**src/rtl/mem_arb_pkg.sv**
```systemverilog
// Shared types and AddrMode encodings for the fetch/data memory port arbiter.
package mem_arb_pkg;

  typedef enum logic [1:0] {
    IDLE = 2'd0,
    BUSY = 2'd1,
    RESP = 2'd2
  } state_e;

  typedef enum logic {
    GNT_IF = 1'b0,
    GNT_D  = 1'b1
  } grant_e;

  localparam logic [3:0] LB   = 4'b0000;
  localparam logic [3:0] LH   = 4'b0001;
  localparam logic [3:0] LW   = 4'b0010;
  localparam logic [3:0] LBU  = 4'b0011;
  localparam logic [3:0] LHU  = 4'b0100;
  localparam logic [3:0] SB   = 4'b0101;
  localparam logic [3:0] SH   = 4'b0110;
  localparam logic [3:0] SW   = 4'b0111;
  localparam logic [3:0] NONE = 4'b1000;

  function automatic logic is_store(input logic [3:0] mode);
    return (mode == SB) || (mode == SH) || (mode == SW);
  endfunction

endpackage

```
**src/rtl/mem_timeout_ctr.sv**
```systemverilog
// Watchdog counter for an outstanding memory access; expired flags TIMEOUT-1 waited cycles.
module mem_timeout_ctr #(
  parameter int TIMEOUT = 64
) (
  input  logic clk,
  input  logic rst_n,
  input  logic clear,
  input  logic enable,
  output logic expired
);

  localparam int CW = $clog2(TIMEOUT);

  logic [CW-1:0] cnt_reg;

  always_ff @(posedge clk or negedge rst_n) begin
    if (!rst_n) begin
      cnt_reg <= '0;
    end else if (clear) begin
      cnt_reg <= '0;
    end else if (enable) begin
      cnt_reg <= cnt_reg + CW'(1);
    end
  end

  assign expired = (cnt_reg == CW'(TIMEOUT - 1));

endmodule

```
**src/rtl/mem_port_arbiter.sv**
```systemverilog
// Round-robin arbiter sharing one variable-latency memory port between fetch and load/store.
module mem_port_arbiter
  import mem_arb_pkg::*;
#(
  parameter int DATA_WIDTH = 32,
  parameter int ADDR_WIDTH = 32,
  parameter int TIMEOUT    = 64
) (
  input  logic                  clk,
  input  logic                  rst_n,
  input  logic                  if_req,
  input  logic [ADDR_WIDTH-1:0] if_addr,
  output logic                  if_ack,
  output logic [DATA_WIDTH-1:0] if_rdata,
  input  logic                  d_req,
  input  logic [ADDR_WIDTH-1:0] d_addr,
  input  logic [DATA_WIDTH-1:0] d_wdata,
  input  logic [3:0]            d_addrmode,
  output logic                  d_ack,
  output logic [DATA_WIDTH-1:0] d_rdata,
  output logic                  err,
  output logic                  if_stall,
  output logic                  d_stall,
  output logic                  mem_req,
  output logic                  mem_we,
  output logic [ADDR_WIDTH-1:0] mem_addr,
  output logic [DATA_WIDTH-1:0] mem_wdata,
  output logic [3:0]            mem_addrmode,
  input  logic [DATA_WIDTH-1:0] mem_rdata,
  input  logic                  mem_ready
);

  state_e state_reg, state_next;
  grant_e grant_reg, grant_next, last_grant_reg;

  logic                  mem_req_reg, mem_we_reg;
  logic [ADDR_WIDTH-1:0] mem_addr_reg;
  logic [DATA_WIDTH-1:0] mem_wdata_reg;
  logic [3:0]            mem_addrmode_reg;
  logic                  if_ack_reg, d_ack_reg, err_reg;
  logic [DATA_WIDTH-1:0] if_rdata_reg, d_rdata_reg;

  logic do_grant, done_ok, done_to, expired;

  mem_timeout_ctr #(.TIMEOUT(TIMEOUT)) u_timeout (
    .clk     (clk),
    .rst_n   (rst_n),
    .clear   (do_grant),
    .enable  ((state_reg == BUSY) && !mem_ready && !expired),
    .expired (expired)
  );

  always_comb begin
    state_next = state_reg;
    grant_next = grant_reg;
    do_grant   = 1'b0;
    done_ok    = 1'b0;
    done_to    = 1'b0;
    case (state_reg)
      IDLE: begin
        if (if_req || d_req) begin
          do_grant   = 1'b1;
          state_next = BUSY;
          // On a tie the requester not served last time wins.
          if (if_req && d_req) begin
            grant_next = (last_grant_reg == GNT_IF) ? GNT_D : GNT_IF;
          end else begin
            grant_next = d_req ? GNT_D : GNT_IF;
          end
        end
      end
      BUSY: begin
        if (mem_ready) begin
          done_ok    = 1'b1;
          state_next = RESP;
        end else if (expired) begin
          done_to    = 1'b1;
          state_next = RESP;
        end
      end
      RESP:    state_next = IDLE;
      default: state_next = IDLE;
    endcase
  end

  always_ff @(posedge clk or negedge rst_n) begin
    if (!rst_n) begin
      state_reg        <= IDLE;
      grant_reg        <= GNT_IF;
      last_grant_reg   <= GNT_IF;
      mem_req_reg      <= 1'b0;
      mem_we_reg       <= 1'b0;
      mem_addr_reg     <= '0;
      mem_wdata_reg    <= '0;
      mem_addrmode_reg <= NONE;
      if_ack_reg       <= 1'b0;
      d_ack_reg        <= 1'b0;
      err_reg          <= 1'b0;
      if_rdata_reg     <= '0;
      d_rdata_reg      <= '0;
    end else begin
      state_reg  <= state_next;
      grant_reg  <= grant_next;
      if_ack_reg <= 1'b0;
      d_ack_reg  <= 1'b0;
      if (do_grant) begin
        mem_req_reg      <= 1'b1;
        mem_addr_reg     <= (grant_next == GNT_D) ? d_addr : if_addr;
        mem_wdata_reg    <= (grant_next == GNT_D) ? d_wdata : '0;
        mem_addrmode_reg <= (grant_next == GNT_D) ? d_addrmode : LW;
        mem_we_reg       <= (grant_next == GNT_D) && is_store(d_addrmode);
      end
      if (done_ok || done_to) begin
        mem_req_reg <= 1'b0;
        mem_we_reg  <= 1'b0;
        err_reg     <= done_to;
        // A timed-out access leaves the requester's rdata untouched.
        if (grant_reg == GNT_D) begin
          d_ack_reg <= 1'b1;
          if (done_ok) d_rdata_reg <= mem_rdata;
        end else begin
          if_ack_reg <= 1'b1;
          if (done_ok) if_rdata_reg <= mem_rdata;
        end
      end
      if (state_reg == RESP) begin
        last_grant_reg <= grant_reg;
        err_reg        <= 1'b0;
      end
    end
  end

  logic [1:0] req_vec, ack_vec, stall_vec;

  assign req_vec = {d_req, if_req};
  assign ack_vec = {d_ack_reg, if_ack_reg};

  genvar gi;
  generate
    for (gi = 0; gi < 2; gi++) begin : g_stall
      assign stall_vec[gi] = req_vec[gi] & ~ack_vec[gi];
    end
  endgenerate

  assign if_stall     = stall_vec[0];
  assign d_stall      = stall_vec[1];
  assign if_ack       = if_ack_reg;
  assign d_ack        = d_ack_reg;
  assign if_rdata     = if_rdata_reg;
  assign d_rdata      = d_rdata_reg;
  assign err          = err_reg;
  assign mem_req      = mem_req_reg;
  assign mem_we       = mem_we_reg;
  assign mem_addr     = mem_addr_reg;
  assign mem_wdata    = mem_wdata_reg;
  assign mem_addrmode = mem_addrmode_reg;

endmodule

```
**config.mk**
```make
export PLATFORM = sky130hd
export DESIGN_NAME = mem_port_arbiter
export DESIGN_NICKNAME = d
export VERILOG_FILES = /design/src/rtl/mem_arb_pkg.sv /design/src/rtl/mem_timeout_ctr.sv /design/src/rtl/mem_port_arbiter.sv
export SDC_FILE = /design/constraint.sdc
export NUM_CORES = 1
export LEC_CHECK = 0
export BUFFER_PORTS_ARGS = -buffer_cell sky130_fd_sc_hd__buf_2
export CAP_MARGIN = 40
export CORE_ASPECT_RATIO = 0.5
export CORE_MARGIN = 2
export CORE_UTILIZATION = 35
export DETAILED_ROUTE_END_ITERATION = 10
export PLACE_DENSITY = 0.66
export SLEW_MARGIN = 5
export SYNTH_ARGS = -nofsm -noshare
export SYNTH_HDL_FRONTEND = slang
export SYNTH_SLANG_ARGS = --single-unit
```
**constraint.sdc**
```tcl
create_clock -name clk -period 3.6 [get_ports clk]
set_clock_uncertainty 0.05 [all_clocks]
set_input_delay 0.54 -clock clk [delete_from_list [all_inputs] [get_ports clk]]
set_output_delay 0.54 -clock clk [all_outputs]
set_load 0.02 [all_outputs]
```
### Word-level counts from Yosys, hierarchy flattened

Index checks and enable logic that the tools add are counted.

| operators by class | value |
|---|---|
| mux-type cells | 31 |
| reductions and logical operators | 17 |
| add/subtract/negate cells | 1 |
| bitwise logic cells | 5 |
| equality and inequality tests | 8 |

Operator list:

| operator | count |
|---|---|
| $mux 32 | 2 |
| $mux 1 | 22 |
| $eq 4x3->1 const B | 3 |
| $mux 6 | 2 |
| $add 6x1->6 const B | 1 |
| $eq 6x6->1 const B | 1 |
| $mux 2 | 3 |
| $reduce_and 3->1 | 2 |
| $reduce_bool 2->1 | 3 |
| $logic_and 1x1->1 | 4 |
| $logic_or 1x1->1 | 4 |
| $mux 4 | 1 |
| $pmux 2 s2 | 1 |
| $ne 3x3->1 const B | 1 |
| $not 1->1 | 3 |
| $and 1x1->1 | 2 |
| $eq 2x1->1 const B | 1 |
| $eq 2x2->1 const B | 1 |
| $logic_not 1->1 | 2 |
| $logic_not 2->1 | 1 |
| $ne 2x2->1 const B | 1 |
| $reduce_and 2->1 | 1 |

| storage, ports and cells | value |
|---|---|
| output and inout bits | 139 |
| input port bits | 137 |
| register bits after elaboration | 147 |
| word-level logic and storage cells | 76 |

### Logic depth before layout (Yosys ltp)

| depth | value |
|---|---|
| depth in word-level cells | 7 |
| gate-level depth with buffers | 6 |
| mapped depth without buffers | 5 |

### Modules after synthesis

A second synthesis with hierarchy kept.

| second synthesis, totals | value |
|---|---|
| cells, all modules | 429 |
| area, all modules | 5645.4 um^2 |

Modules (own cells, without submodules):

| module | times used | area each (um^2) | seq. area each (um^2) | cells an instance |
|---|---|---|---|---|
| mem_port_arbiter | 1 | 5363.9 | 3529.6 | 401 |
| mem_timeout_ctr | 1 | 281.5 | 150.1 | 28 |

### Worst setup path before layout

Ideal clock, no wire load.

| timing | value |
|---|---|
| path kind | input port to flip-flop |
| start | input mem_ready |
| end | register if_rdata_reg[10] (netlist: if_rdata[10]) |
| slack | 2.028 ns |
| stages on the path | 4 |
| arrival | 1.398 ns |
| cells stage by stage | nand2_1 > nor3_2 > buf_4 > mux2_2 |

| on the way | value |
|---|---|
| word-level cells in the longest chain between the ends | 4 |
| elaborated cells on any way between the ends | 6 |

Ends and longest elaborated chain:

| element | RTL line | text |
|---|---|---|
| from (decl) | mem_port_arbiter.sv:30 | `input logic mem_ready` |
| $mux 1 | mem_port_arbiter.sv:73 | `if (mem_ready) begin` |
| $mux 1 | mem_port_arbiter.sv:59 | `case (state_reg)` |
| $logic_or 1x1->1 | mem_port_arbiter.sv:113 | `if (done_ok \|\| done_to) begin` |
| $reduce_and 3->1 (no source line) * | -- |  |
| to (signal assigned) | mem_port_arbiter.sv:123 | `if (done_ok) if_rdata_reg <= mem_rdata;` |
| to (decl) | mem_port_arbiter.sv:41 | `logic [DATA_WIDTH-1:0] if_rdata_reg, d_rdata_reg;` |

Mark *: on every way between the ends. The rest lies on a longest branch, timed or not.
A chain may end at the register's enable or synchronous reset.

### Worst setup path in the final report

| timing | value |
|---|---|
| start | register state_reg[1] |
| end | register mem_addr_reg[17] (netlist: mem_addr[17]) |

| on the way | value |
|---|---|
| word-level cells in the longest chain between the ends | 3 |
| elaborated cells on any way between the ends | 4 |

Ends and longest elaborated chain:

| element | RTL line | text |
|---|---|---|
| from (decl) | mem_port_arbiter.sv:33 | `state_e state_reg, state_next;` |
| from (signal assigned) | mem_port_arbiter.sv:102 | `state_reg <= state_next;` |
| $logic_not 2->1 * | mem_port_arbiter.sv:59 |  |
| $mux 1 | mem_port_arbiter.sv:59 |  |
| $mux 32 | mem_port_arbiter.sv:108 | `mem_addr_reg <= (grant_next == GNT_D) ? d_addr : if_addr;` |
| to (signal assigned) | mem_port_arbiter.sv:108 |  |
| to (decl) | mem_port_arbiter.sv:37 | `logic [ADDR_WIDTH-1:0] mem_addr_reg;` |

Marks and branches as above.

==> run_results.csv <==
group,metric,value,unit
worst_setup_path,worstPathRequired,3.88,ns
finish,mostFrequentLayoutCells,"274 x buf_2, 146 x dfrtp_1, 71 x nor2_1",
logic_synthesis,ys_warn_count,0,
sta,finalMaxSlewViolations,0,
routing,detail_route.wl_per_cell,15.2,um
sta,whs,0.301,ns
sta,max_slew_margin,52.7,%
clock_network,clock_path_buffers,2,
worst_setup_path,path_delay_family,"flip-flops",
sta,setup_viol,0,
worst_setup_path,critPathLaunchType,"register",
finish,fin_cells,925,
clock_network,cts_buffers,17,
logic_synthesis,syn_avg_cell_area,13.3,sq um
sta,maxClockFrequency,0.544,GHz
global_route,grt_pass1_wl,22.4,mm
floorplanning,design.die.area,17300,sq um
power_and_ir_drop,power.leakage,3.93,nW
routing,routed_wl,14.1,mm
min_path,whs_endpoint,"mem_wdata[14]",
clock_network,cts_root_buffer,"clkbuf_16",
global_route,antenna_found_initial,0,
worst_setup_path,cp_num_buf_inv,1,
routing,post-route-drc-count,0,
logic_synthesis,synth_cells,427,
global_route,grt_max_degree,93,
floorplanning,floorplan.initialDensity,36.2,%
worst_setup_path,reg2reg_depth,5,
worst_setup_path,crit_arrival,2.12,ns
floorplanning,io_pins,276,
sta,finalCritPeriodShare,51.1,%
logic_synthesis,synth-seq-cells,147,
finish,diodes,0,
finish,final_util,50.3,%
placed_design,placed_cells,892,
run_status,status,"finished, final reports clean",
clock_network,clk_latency,0.41,ns
min_path,worstHoldPathType,"input pin to register",
routing,avgViaCountPerCell,4.73,
global_route,overflow,0,
finish,nFillCells,1443,
finish,final_common_cell,"buf_2",
worst_setup_path,crit_chain,"nor2_2 -> o21a_1 -> buf_4 -> nor2_1 -> nor2_1",
sta,tns,0,ns
sta,rsz0062_at_grt,"no",
clock_network,cts_tree,"done",
finish,num-nets-final,846,
logic_synthesis,syn-cell-area,5660,sq um
sta,tightestPinTransition,0.710,ns
sta,hold_viol,0,
worst_setup_path,slowest_delay,0.49,ns
placed_design,port-buffer-count,275,
clock_network,clkTransAtPathRegs,0.07,ns
finish,layout-drive-gt1-share,49.1,%
global_route,grt_pass1_vias,4456,
placed_design,gp_congestion,0.761,
clock_network,post_cts_buffers,0,
logic_synthesis,ys_types,34,
finish,ff_latch_area,3680,sq um
logic_synthesis,seq_area_frac_synth,65.0,%
worst_setup_path,r2r-start,"state_reg[1]",
finish,area_delta_synth_final,38.9,%
floorplanning,core,15600,sq um
worst_setup_path,path_class,"register to register",
power_and_ir_drop,powerDensity,1000,nW/um^2
floorplanning,die_w,184,um
worst_setup_path,critPathMostFrequentCell,"nor2_1",
routing,vias,4373,
routing,dr.first_iter.drc_count,108,
min_path,hold_depth,2,
power_and_ir_drop,ir_worst_vdd,0.393,mV
placed_design,hpwl,10.3,mm
global_route,grtUsageTotal,16.8,%
finish,multi_input_area,1840,sq um
routing,first_pass_iters,4,
logic_synthesis,synth_fp_nets,565,
floorplanning,fp.dieH,93.9,um
min_path,hold_start,"d_wdata[14]",
routing,ant_nets,0,
worst_setup_path,worst_path_max_delay_cell,"dfrtp_1",
placed_design,placed_area,7250,sq um
floorplanning,placement_rows,32,
worst_setup_path,cp_max_fo,29,
sta,finalCriticalPeriod,1.84,ns
clock_network,cts_sinks,147,
worst_setup_path,worstReg2RegEnd,"mem_addr[17]",
worst_setup_path,crit_path_end_kind,"register",
worst_setup_path,r2r_slack,1.76,ns
clock_network,cts_max_level,4,
job,cap_violations,0,
finish,final_cell_area,7860,sq um
[where the power goes]
| group | switching, W | internal, W |
|---|---|---|
| Combinational | 0.00199 | 0.00124 |
| Clock | 0.000738 | 0.00105 |
| Sequential | 0.000417 | 0.00245 |
| Total | 0.00314 | 0.00473 |
[logic make-up (layout without fill, tap and decap cells)]
group | count (synthesis) | count (layout) | synth area share (%)
mux | 68 | 68 | 13.5
compound gates | 77 | 77 | 10.1
buf+inv | 25 | 319 | 2.68
simple gates | 109 | 109 | 8.49
flops | 147 | 147 | 65.0
fa+ha+maj | 1 | 1 | 0.221
[cell usage after synthesis]
library cell | instances | area (sq um)
a21oi_1 | 2 | 10.0
a22o_1 | 35 | 307
a32oi_1 | 1 | 8.76
a41oi_1 | 1 | 8.76
and2_1 | 1 | 6.26
and3_1 | 2 | 12.5
buf_2 | 16 | 80.1
buf_4 | 4 | 30.0
buf_6 | 3 | 33.8
clkbuf_1 | 1 | 3.75
dfrtp_1 | 146 | 3650
dfstp_2 | 1 | 26.3
ha_1 | 1 | 12.5
inv_1 | 1 | 3.75
mux2_1 | 32 | 360
mux2_2 | 33 | 372
mux2i_1 | 3 | 30.0
nand2_1 | 11 | 41.3
nand2b_1 | 3 | 18.8
nand3_1 | 7 | 35.0
nand3b_1 | 2 | 15.0
nand4_1 | 1 | 6.26
nor2_1 | 71 | 267
nor2_2 | 1 | 6.26
nor2b_1 | 4 | 25.0
nor3_1 | 3 | 15.0
nor3_2 | 1 | 10.0
nor3b_2 | 1 | 12.5
nor4bb_1 | 1 | 10.0
o21a_1 | 2 | 15.0
o21ai_0 | 2 | 10.0
o21ai_1 | 2 | 10.0
o22a_1 | 1 | 8.76
o22ai_1 | 31 | 194
[layer usage]
layer | up-vias | track usage, % | wire length (um)
met5 | - | 0 | 0
met4 | 0 | 6.67 | 219
met3 | 20 | 3.64 | 560
met2 | 102 | 29.7 | 7370
met1 | 2152 | 20.1 | 5920
li1 | 2099 | - | -
[cell type report]
class / instances / share of cell area, %
multi-input combinational: 255 / 23.4
timing repair buffer: 286 / 18.9
sequential: 147 / 46.8
clock buffer: 18 / 5.46
clock inverter: 14 / 2.13
tap: 204 / 3.25
inverter: 1 / 0.0478
[worst reg2reg max path: stages (launching register included)]
cell and delay (ns):
dfrtp_1 0.49, nor2_2 0.27, o21a_1 0.39, buf_4 0.38
nor2_1 0.07, nor2_1 0.12
[per-stage QoR]
stage	setup WS (ns)	power [W]
finish	1.76	0.00788
global route	1.53	0.00837
CTS	1.71	0.00800
detailed placement	1.58	0.00618
global placement	1.60	0.00610
floorplan	2.03	0.00496
[worst max path at each step]
stage / from / depth (start not counted) / slack (ns) / end
2_1_floorplan: mem_ready / 4 / 2.03 / if_rdata[10]
3_3_place_gp: d_req / 5 / 1.60 / u_timeout.cnt_reg[3]
3_5_place_dp: d_req / 5 / 1.58 / u_timeout.cnt_reg[1]
4_1_cts: state_reg[1] / 5 / 1.71 / mem_addr[3]
5_1_grt: state_reg[1] / 5 / 1.53 / mem_addr[3]
6_report: state_reg[1] / 5 / 1.76 / mem_addr[17]
[repair_timing]
| item | CTS | global route |
|---|---|---|
| endpoints found under the hold margin | 14 | 0 |
| resized for setup | 0 | 0 |
| hold buffers | 1 | 0 |
No activity file was read; power rests on OpenSTA's default activity.
